## src/rtl/elastic_read_ctrl.sv

```systemverilog
// elastic_read_ctrl: read side of the receive elastic buffer.
// Walks the buffer one symbol per cycle and returns a Gray read pointer to
// the threshold monitor. Fill level is centred by repeating or dropping the
// first SKP of an incoming SKP ordered set. Define ELASTIC_STATS_EN to add
// saturating add/delete event counters as extra output ports.
module elastic_read_ctrl #(
  parameter int                    BUFFER_DEPTH = 16,
  parameter int                    DATA_WIDTH   = 9,
  parameter logic [DATA_WIDTH-1:0] COM_SYM      = 9'h1BC,
  parameter logic [DATA_WIDTH-1:0] SKP_SYM      = 9'h11C,
  localparam int                   ADDR_W       = $clog2(BUFFER_DEPTH)
) (
  input  logic                  clk,
  input  logic                  rst,
  input  logic                  read_en,
  input  logic                  add_req,
  input  logic                  delete_req,
  input  logic [DATA_WIDTH-1:0] rd_data_in,
  output logic [ADDR_W-1:0]     rd_addr,
  output logic [ADDR_W:0]       gray_read_pointer,
  output logic [DATA_WIDTH-1:0] data_out,
  output logic                  data_valid,
  output logic                  skp_added,
  output logic                  skp_deleted
`ifdef ELASTIC_STATS_EN
  ,
  output logic [7:0]            add_count,
  output logic [7:0]            delete_count
`endif
);

  localparam logic [1:0] ST_NORMAL   = 2'd0;
  localparam logic [1:0] ST_COM_SEEN = 2'd1;
  localparam logic [1:0] ST_SKP_RUN  = 2'd2;

  localparam logic [ADDR_W:0] PTR_ONE = {{ADDR_W{1'b0}}, 1'b1};

  logic [ADDR_W:0]       bin_ptr;
  logic [1:0]            state;
  logic                  add_q;
  logic                  del_q;

  logic [ADDR_W:0]       ptr_nxt;
  logic [DATA_WIDTH-1:0] dout_nxt;
  logic                  valid_nxt;
  logic                  add_pulse;
  logic                  del_pulse;
  logic [1:0]            state_nxt;
  logic                  is_com;
  logic                  is_skp;

  assign rd_addr = bin_ptr[ADDR_W-1:0];
  assign is_com  = (rd_data_in == COM_SYM);
  assign is_skp  = (rd_data_in == SKP_SYM);

  // Register the monitor requests; contradictory requests cancel each other.
  always_ff @(posedge clk) begin
    if (rst) begin
      add_q <= 1'b0;
      del_q <= 1'b0;
    end else begin
      // NOTE: sequential state uses non-blocking assignments so every flop
      // samples pre-edge values regardless of statement order.
      add_q <= add_req & ~delete_req;
      del_q <= delete_req & ~add_req;
    end
  end

  // Next-state decode: normal read by default, SKP action on the first SKP after COM.
  always_comb begin
    // NOTE: every output of this block gets a default first, so no path can
    // leave a variable unassigned and infer a latch.
    ptr_nxt   = bin_ptr;
    dout_nxt  = data_out;
    valid_nxt = 1'b0;
    add_pulse = 1'b0;
    del_pulse = 1'b0;
    state_nxt = state;
    if (read_en) begin
      ptr_nxt   = bin_ptr + PTR_ONE;
      dout_nxt  = rd_data_in;
      valid_nxt = 1'b1;
      case (state)
        ST_NORMAL: begin
          if (is_com) state_nxt = ST_COM_SEEN;
        end
        ST_COM_SEEN: begin
          if (is_skp) begin
            state_nxt = ST_SKP_RUN;
            if (del_q) begin
              // Skip this SKP: advance the pointer but emit nothing.
              dout_nxt  = data_out;
              valid_nxt = 1'b0;
              del_pulse = 1'b1;
            end else if (add_q) begin
              // Emit SKP now and re-read the same entry next cycle.
              ptr_nxt   = bin_ptr;
              dout_nxt  = SKP_SYM;
              add_pulse = 1'b1;
            end
          end else if (!is_com) begin
            state_nxt = ST_NORMAL;
          end
        end
        ST_SKP_RUN: begin
          if (is_com)       state_nxt = ST_COM_SEEN;
          else if (!is_skp) state_nxt = ST_NORMAL;
        end
        default: state_nxt = ST_NORMAL;
      endcase
    end
  end

  // Pointer, Gray pointer, output stage and FSM state registers.
  always_ff @(posedge clk) begin
    if (rst) begin
      bin_ptr           <= '0;
      gray_read_pointer <= '0;
      data_out          <= '0;
      data_valid        <= 1'b0;
      skp_added         <= 1'b0;
      skp_deleted       <= 1'b0;
      state             <= ST_NORMAL;
    end else begin
      bin_ptr           <= ptr_nxt;
      gray_read_pointer <= ptr_nxt ^ (ptr_nxt >> 1);
      data_out          <= dout_nxt;
      data_valid        <= valid_nxt;
      skp_added         <= add_pulse;
      skp_deleted       <= del_pulse;
      state             <= state_nxt;
    end
  end

`ifdef ELASTIC_STATS_EN
  // Saturating event counters driven by the registered pulses.
  always_ff @(posedge clk) begin
    if (rst) begin
      add_count    <= 8'd0;
      delete_count <= 8'd0;
    end else begin
      if (skp_added && (add_count != 8'hFF))      add_count    <= add_count + 8'd1;
      if (skp_deleted && (delete_count != 8'hFF)) delete_count <= delete_count + 8'd1;
    end
  end
`endif

endmodule
```

## config.mk

```make
export PLATFORM = sky130hd
export DESIGN_NAME = elastic_read_ctrl
export DESIGN_NICKNAME = d
export VERILOG_FILES = /design/src/rtl/elastic_read_ctrl.sv
export SDC_FILE = /design/constraint.sdc
export NUM_CORES = 1
export LEC_CHECK = 0
export ABC_AREA = 1
export CAP_MARGIN = 20
export CORE_MARGIN = 2
export CORE_UTILIZATION = 40
export DETAILED_ROUTE_END_ITERATION = 7
export MAX_ROUTING_LAYER = met4
export PLACE_DENSITY = 0.7
export SYNTH_ARGS = -nofsm -noshare
export SYNTH_HDL_FRONTEND = slang
export SYNTH_SLANG_ARGS = --single-unit
export TNS_END_PERCENT = 5
```

## constraint.sdc

```tcl
create_clock -name clk -period 1.59 [get_ports clk]
set_input_delay 0.3975 -clock clk [delete_from_list [all_inputs] [get_ports clk]]
set_output_delay 0.3975 -clock clk [all_outputs]
set_load 0.02 [all_outputs]
```

==> results, run 1 <==
- In the final design database the tool counted 223 nets.
- The top routing layer in use is met4.
- The share of async-settable or async-resettable flops after synthesis is 0%.
- Derived from the worst setup path, the maximum achievable clock frequency is 0.667 GHz.
- The total routing usage reported by global routing is 16.7%.
- Along the worst path, the maximum fanout reaches 5.
- TritonCTS created 3 clock buffers.
- The critical path's largest stage delay is 0.43 ns.
- The library cells used most frequently in the layout, excluding fill and tap cells, are dfxtp_1, nor2_1, nand2_1.
- The number of nets still failing antenna checks after routing is 0.
- Broken down by cell family, the worst path's largest delay share belongs to flip-flops.
- The endpoint class of the critical path is an output pin.
- Yosys mapped a number of flops with a built-in enable equal to 0.
- Registers are responsible for 56.6% of the overall power.
- Registers take 505 µm².
- The initialized floorplan defines 19 standard-cell rows.
- The routed design has 2.72 mm of wire.
- The top-level I/O count is 35.
- The global-route wire length before repair is 4.31 mm.
- The number of design-rule violations left by the first detailed-router iteration is 22.
- Power spread over the standard cell area amounts to 699 nW/µm².
- In this run the tool buffered the top-level ports with 34 buffer cells.
- The final worst-path cycle share is 94.2%.
- In this run the static leakage power is 0.000895 µW.
- Across the routed clock network, the largest skew measured is 0.00183 ns.
- The most common library cell in the layout ignoring fill and taps is dfxtp_1.
- The clock passes through at most 2 buffers.
- The headroom to the max-slew limit is 73.0%.
- The final route contains 1137 vias.
- The detailed router put a total of 1.23 mm of wire on met1.
- Counting every net in the synthesized netlist gives 172.
- The tree is rooted in a clkbuf_4.
- The clock network accounts for 23.8% of the total power.
- In this run the mean area of a mapped cell was 7.48 µm².
- After detailed routing, the number of remaining DRC violations is 0.
- The final number of max-transition violations is 0.
- Internal power comes to 854 µW.
- At the end of routability-driven placement, the weighted congestion stood at 0.827.
- For the worst setup path, the data required time is 1.19 ns.
- The number of synthesized register bits is 25.
- Before antenna repair, the detailed router went through 4 iterations.
- The number of antenna violations at the first check in global routing came to 0.
- The post-synthesis instance area is 1170 µm².
- Once the floorplan was initialized, standard cells occupied 42.2% of the core.
- Entering global routing, the biggest net connects 15 pins.
- The signal on the critical path passes through dlygate4sd2_1.
- The placed cell area is 1620 µm².
- The post-route worst hold slack is 0.387 ns.
- The leftover overflow at the end of global routing is 0.
- The shortest period the worst path allows is 1.50 ns.
- Combinational logic burns 19.6% of the power.
- The number of warning messages in the yosys log is 0.
- Max-cap violations in this run came to 0.
- The transition time of the tightest slew-check pin is 0.404 ns.
- STA classifies the critical path startpoint as a register.
- The routed wire length on met3 is 132 µm.
- The repair_antennas step left the layout with diodes totalling 0.
- With fillers left out, the area of the finished cells amounts to 1710 µm².
- The standard cell with the maximum stage delay on the critical path is dfxtp_1.
- Measured along the y axis, the die boundary spans 58.2 µm.
- Clock tree synthesis found a total of 25 sinks.
- Counting every instance in the synthesized netlist gives 157.
- IR analysis of the VDD net gives a maximum drop of 0.000664 V.
- The clock tree from TritonCTS is done.
- The clock latency reported for the late side of the worst-skew pair is 0.32 ns.
- The area of the die is 3390 µm².
- Compared with the post-synthesis result, the final layout area differs by 45.7%.
- Total power for the finished layout comes to 1200 µW.
- The register clock-pin slew on the reported worst setup and hold paths is 0.14 ns.
- The via count of the first global-routing pass is 1059.
- Setup total negative slack on the finished layout was measured at 0 ns.
- After floorplanning, the core was sized to cover 2780 µm².
- The run finished with clean final reports.
- OpenSTA, run right after detailed placement, puts the worst setup slack at -0.344 ns.
- The number of failing hold endpoints at the final stage is 0.
- For this design the total switching power over the nets is 342 µW.
- For this run, the register share of the synthesized area comes to 42.6%.
- The min-delay analysis places its worst path in the category in2reg.
- Setup violations remaining at the end of the flow were counted as 0.
- The critical path start-end classification is reg2out.
- The die is 58.2 µm wide.
- The count of different cell masters after synthesis is 24.
- Data on the critical path arrives at its endpoint at 1.10 ns.
- The HPWL after detailed placement is 2.11 mm.
- Summing all multi-input logic gate instances after layout gives 614 µm².
- Of the total power, the share spent switching nets is 28.6%.
- The number of buffers and inverters on the critical path is 1.
- Among all flip-flop cells after synthesis, the most frequent one is dfxtp_1.
- In the final layout, the share of cells above drive strength 1 is 27.1%.
- After layout, the worst setup slack is 0.0917 ns.
- The number of filler cells placed in the layout is 257.
- CTS built an H-tree with a depth of 1.
- The average via count per standard cell is 4.78.
- Summed over all nets, wire length on met2 after detailed routing comes to 1.31 mm.
- In the final routed layout, each cell accounts on average for 11.4 µm.
- Setup repair after global routing could not meet its margin everywhere.
## state kept, by name, indices dropped and copies added (netlist names)
signal / cells
add_q: 1
bin_ptr: 4
data_out: 9
data_valid: 1
del_q: 1
gray_read_pointer: 5
skp_added: 1
skp_deleted: 1
state: 2
## final cells by class
type | count | area share [%]
Inverter | 23 | 5.04
Sequential cell | 25 | 29.5
Timing Repair Buffer | 48 | 25.7
Clock buffer | 3 | 1.32
Tap cell | 31 | 2.27
Multi-Input combinational cell | 107 | 35.9
Clock inverter | 1 | 0.292
## per-stage QoR
stage / util [%] / cells
final: 61.5 / 238
after global routing: 61.5 / 238
after CTS: 58.3 / 235
after detailed placement: 58.3 / 231
after global placement: 58.3 / 231
after floorplan: - / 157
## kinds of logic after synthesis
group                      Yosys count  synth area share [%]
adders and majority gates            1                  1.06
and+or+nand+nor                     84                  36.7
AOI/OAI and AO/OA                   18                  7.99
buffers and inverters               26                  9.37
DFF                                 25                  42.6
xor gates and xnor gates             3                  2.24
## worst paths after layout
check	to	startpoint	slack (ns)	cells past startpoint
setup / recovery	rd_addr[2]	bin_ptr[2]	0.09	1
hold reg to reg	data_out[0]	data_out[0]	0.50	2
setup reg to reg	gray_read_pointer[3]	bin_ptr[0]	0.12	9
hold / removal	data_out[5]	rd_data_in[5]	0.39	3
## cell usage after synthesis (4+ instances only)
| cell | instances | area share [%] |
|---|---|---|
| nand4_1 | 4 | 2.1 |
| dfxtp_1 | 25 | 43 |
| nand2_2 | 7 | 3.7 |
| a21oi_1 | 5 | 2.1 |
| inv_2 | 4 | 1.3 |
| nand3_1 | 12 | 5.1 |
| o21ai_0 | 11 | 4.7 |
| nand2_1 | 26 | 8.3 |
| inv_1 | 18 | 5.8 |
| nor2_1 | 24 | 7.7 |
## routing by layer
layer	global-route usage [%]	vias up
met4	5.98	0
met1	20.9	499
met5	-	-
li1	-	600
met3	2.23	4
met2	27.6	34
## timing repair
| item | CTS | global route |
|---|---|---|
| gates cloned | 0 | 1 |
| pin swaps | 1 | 7 |
| resized for setup | 21 | 27 |
| buffers inserted | 0 | 2 |
| hold buffers | 0 | 0 |
| endpoints found under the setup margin | 23 | 15 |
## power groups by stage
stage,Combinational [µW],Clock (µW),Sequential [µW]
after floorplan,90.4,0,726
after global placement,243,0,688
after detailed placement,247,0,691
after CTS,228,288,675
after global routing,255,326,682
final,235,285,676
Power figures use the tool's default switching activity.
==> run 2, diff against run 1 <==
--- a/config.mk
+++ b/config.mk
@@ -12,6 +12,7 @@
 export DETAILED_ROUTE_END_ITERATION = 7
 export MAX_ROUTING_LAYER = met4
 export PLACE_DENSITY = 0.7
+export SLEW_MARGIN = 20
 export SYNTH_ARGS = -nofsm -noshare
 export SYNTH_HDL_FRONTEND = slang
 export SYNTH_SLANG_ARGS = --single-unit
==> results of run 2 <==
The final DEF is identical to that of run 1; final timing and power are the same.
==> run 3, diff against run 2 <==
--- a/config.mk
+++ b/config.mk
@@ -7,13 +7,15 @@
 export LEC_CHECK = 0
 export ABC_AREA = 1
 export CAP_MARGIN = 20
+export CELL_PAD_IN_SITES_DETAIL_PLACEMENT = 1
+export CELL_PAD_IN_SITES_GLOBAL_PLACEMENT = 1
 export CORE_MARGIN = 2
-export CORE_UTILIZATION = 40
+export CORE_UTILIZATION = 32
 export DETAILED_ROUTE_END_ITERATION = 7
 export MAX_ROUTING_LAYER = met4
-export PLACE_DENSITY = 0.7
+export PLACE_DENSITY_LB_ADDON = 0.1
 export SLEW_MARGIN = 20
 export SYNTH_ARGS = -nofsm -noshare
 export SYNTH_HDL_FRONTEND = slang
 export SYNTH_SLANG_ARGS = --single-unit
-export TNS_END_PERCENT = 5
+export TNS_END_PERCENT = 1
==> results, run 3 (same netlist as run 1, synthesis figures left out) <==
- Result of the run: finished, final reports clean (unchanged).
- The maximum number of pins on one net before global-route repair was 15 (unchanged).
- The start point of the critical path is bin_ptr[1] (was bin_ptr[2]).
- The clock latency reported for the late side of the worst-skew pair is 0.27 ns (was 0.32 ns).
- The last weighted congestion value of the routability-driven placer is 0.837 (was 0.827).
- The number of antenna violations at the first check in global routing is 0 (unchanged).
- The total inserted antenna cells is 0 (unchanged).
- The placed cell area came to 1640 µm² (was 1620 µm²).
- The maximum clock path buffer count is 2 (unchanged).
- The number of failing hold endpoints at the final stage is 0 (unchanged).
- The shortest period the worst path allows is 1.49 ns (was 1.50 ns).
- The worst setup skew after layout came to 0.00287 ns (was 0.00183 ns).
- The TritonCTS sink count is 25 (unchanged).
- The number of search-and-repair iterations in the first detailed-routing pass is 4 (unchanged).
- The synthesis-to-layout area growth was 53.0% (was 45.7%).
- The clock tree from TritonCTS is done (unchanged).
- The number of nets still failing antenna checks after routing was 0 (unchanged).
- The standby leakage power was 0.000992 µW (was 0.000895 µW).
- The start point of the worst min-delay path is rd_data_in[0] (was rd_data_in[5]).
- The power per cell area is 725 nW/µm² (was 699 nW/µm²).
- The worst hold path class is in2reg (unchanged).
- The timing-limited maximum frequency is 0.673 GHz (was 0.667 GHz).
- The final standard cell area without fillers is 1800 µm² (was 1710 µm²).
- The number of maximum-capacitance violations was 0 (unchanged).
- The number of buffers created by CTS came to 3 (unchanged).
- The total instance count after detailed placement came to 248 (was 231).
- The count of placed standard cells in the final layout, fillers left out is 257 (was 238).
- The leftover overflow at the end of global routing was 0 (unchanged).
- The critical path startpoint category is a register (unchanged).
- The maximum fanout encountered on the critical timing path was 4 (was 5).
- The global-route wire length before repair came to 5.31 mm (was 4.31 mm).
- Biggest regs: data_out: 9 flops, gray_read_pointer: 5 flops, bin_ptr: 4 flops (unchanged).
- Unrepaired setup endpoints after global routing: true (unchanged).
- The critical register-to-register path startpoint is bin_ptr[1] (was bin_ptr[0]).
- The initial cell density of the core is 32.6% (was 42.2%).
- The HPWL after detailed placement is 2.49 mm (was 2.11 mm).
- The post-detailed-routing wire length was 3.32 mm (was 2.72 mm).
- The average wire per standard cell is 12.9 µm (was 11.4 µm).
- The headroom to the max-slew limit came to 73.0% (about the same).
- The required time of the critical path is 1.76 ns (was 1.19 ns).
- The most common library cell in the layout ignoring fill and taps is nor2_1 (was dfxtp_1).
- The count of H-tree levels built during CTS is 1 (unchanged).
- The via count of the first global-routing pass came to 1210 (was 1059).
- The clock tree root buffer cell is clkbuf_8 (was clkbuf_4).
- The number of design-rule violations left by the first detailed-router iteration is 52 (was 22).
- The number of filler cells placed in the layout was 445 (was 257).
- The area of the die is 4170 µm² (was 3390 µm²).
- The total routing usage reported by global routing came to 16.6% (was 16.7%).
- The core region area is 3610 µm² (was 2780 µm²).
- The final net count is 225 (was 223).
- The register clock-pin slew on the reported worst setup and hold paths is 0.09 ns (was 0.14 ns).
- The critical path start-end classification is reg2reg (was reg2out).
- The share of post-route cells with drive strength above 1 is 26.8% (was 27.1%).
- The final number of max-transition violations is 0 (unchanged).
- The transition time of the tightest slew-check pin is 0.404 ns (about the same).
- The number of input and output port buffers inserted came to 34 (unchanged).
- The vertical die dimension is 64.6 µm (was 58.2 µm).
- The average via count per standard cell was 4.58 (was 4.78).
- The flip-flop count of the largest register, all copies and words added is 9 (unchanged).
- The signal arrival time at the worst endpoint is 1.66 ns (was 1.10 ns).
- The quantity of hold-fixing buffers added after cts is 0 (unchanged).
- The maximum ir drop on the vdd rail came to 0.000352 V (was 0.000664 V).
- The number of failing setup endpoints in the final timing report is 0 (unchanged).
- The width of the die is 64.6 µm (was 58.2 µm).
- The final worst-path cycle share was 93.5% (was 94.2%).
- The endpoint class of the critical path was a register (was output pin).
- The total via count in the routed design is 1177 (was 1137).
- Most used cells in the layout excluding fill and tap cells: nor2_1, dfxtp_1, nand2_1 (was dfxtp_1, nor2_1, nand2_1).
- The number of rows in the core area was 22 (was 19).
- The total DRC errors in the routed layout was 0 (unchanged).
- The top register by number of flip-flops is data_out (unchanged).
- The top-level I/O count is 35 (unchanged).
-- run 3: cell types whose count changed in the layout (fill, tap and decap cells not counted), sizes merged --
cell	previous run	this run
dlymetal6s2s	8	14
dlygate4sd2	21	17
buf	14	16
clkdlybuf4s50	5	3
-- run 3: what timing repair did --
| action | CTS | global route |
|---|---|---|
| buffers inserted | 0 | 4 |
| gates cloned | 0 | 1 |
| pin swaps | 0 | 9 |
| resized for setup | 20 | 31 |
| setup endpoints to repair | 32 | 24 |
| hold endpoints to repair | 0 | 0 |
-- run 3: area by class of cell --
cell class	instances	area, µm²	area share [%]
Clock buffer	3	41.3	2.30
Clock inverter	1	5.00	0.278
Inverter	23	86.3	4.80
Multi-Input combinational cell	107	621	34.5
Sequential cell	25	503	28.0
Tap cell	48	60.1	3.34
Timing Repair Buffer	50	482	26.8
-- run 3: report_power, final --
part	internal, µW	switching (µW)
Combinational	108	139
Clock	175	203
Sequential	659	20.1
-- run 3: per-layer routing --
layer	vias to the layer above	GRT usage, %	part of all wire (%)	wire, µm
met5	-	-	0	0
met4	0	4.79	0.60	20
met3	2	2.26	3.7	124
met2	26	29.2	51	1680
met1	546	20.0	45	1490
li1	603	-	-	-
-- run 3: path summary, 6_finish.rpt --
kind	to	slack (ns)	depth (start not counted)
worst max register to register	gray_read_pointer[3]	0.10	9
worst min-delay path	data_out[0]	0.42	3
worst max-delay path	gray_read_pointer[3]	0.10	9
worst min register to register	data_out[0]	0.48	2
-- run 3: stage by stage --
stage | TNS (ns) | setup WS (ns) | utilization [%] | hold WS (ns) | power [µW]
floorplan | 0 | 0.0839 | - | 0.468 | 816
global placement | -5.67 | -0.340 | 45.5 | 0.465 | 937
detailed placement | -6.57 | -0.400 | 45.5 | 0.473 | 945
CTS | -0.710 | -0.129 | 46.5 | 0.490 | 1310
global route | -0.0699 | -0.0699 | 49.9 | 0.439 | 1380
finish | 0 | 0.104 | 49.9 | 0.422 | 1300
-- run 3: critical path, cell delays in order, from the launching register on --
cell	delay [ns]
dfxtp_2	0.41
ha_2	0.23
nand3_1	0.10
xnor2_1	0.15
o21ai_0	0.15
inv_1	0.05
nand2_1	0.09
nand2_2	0.06
nor2_1	0.10
nor2_1	0.05
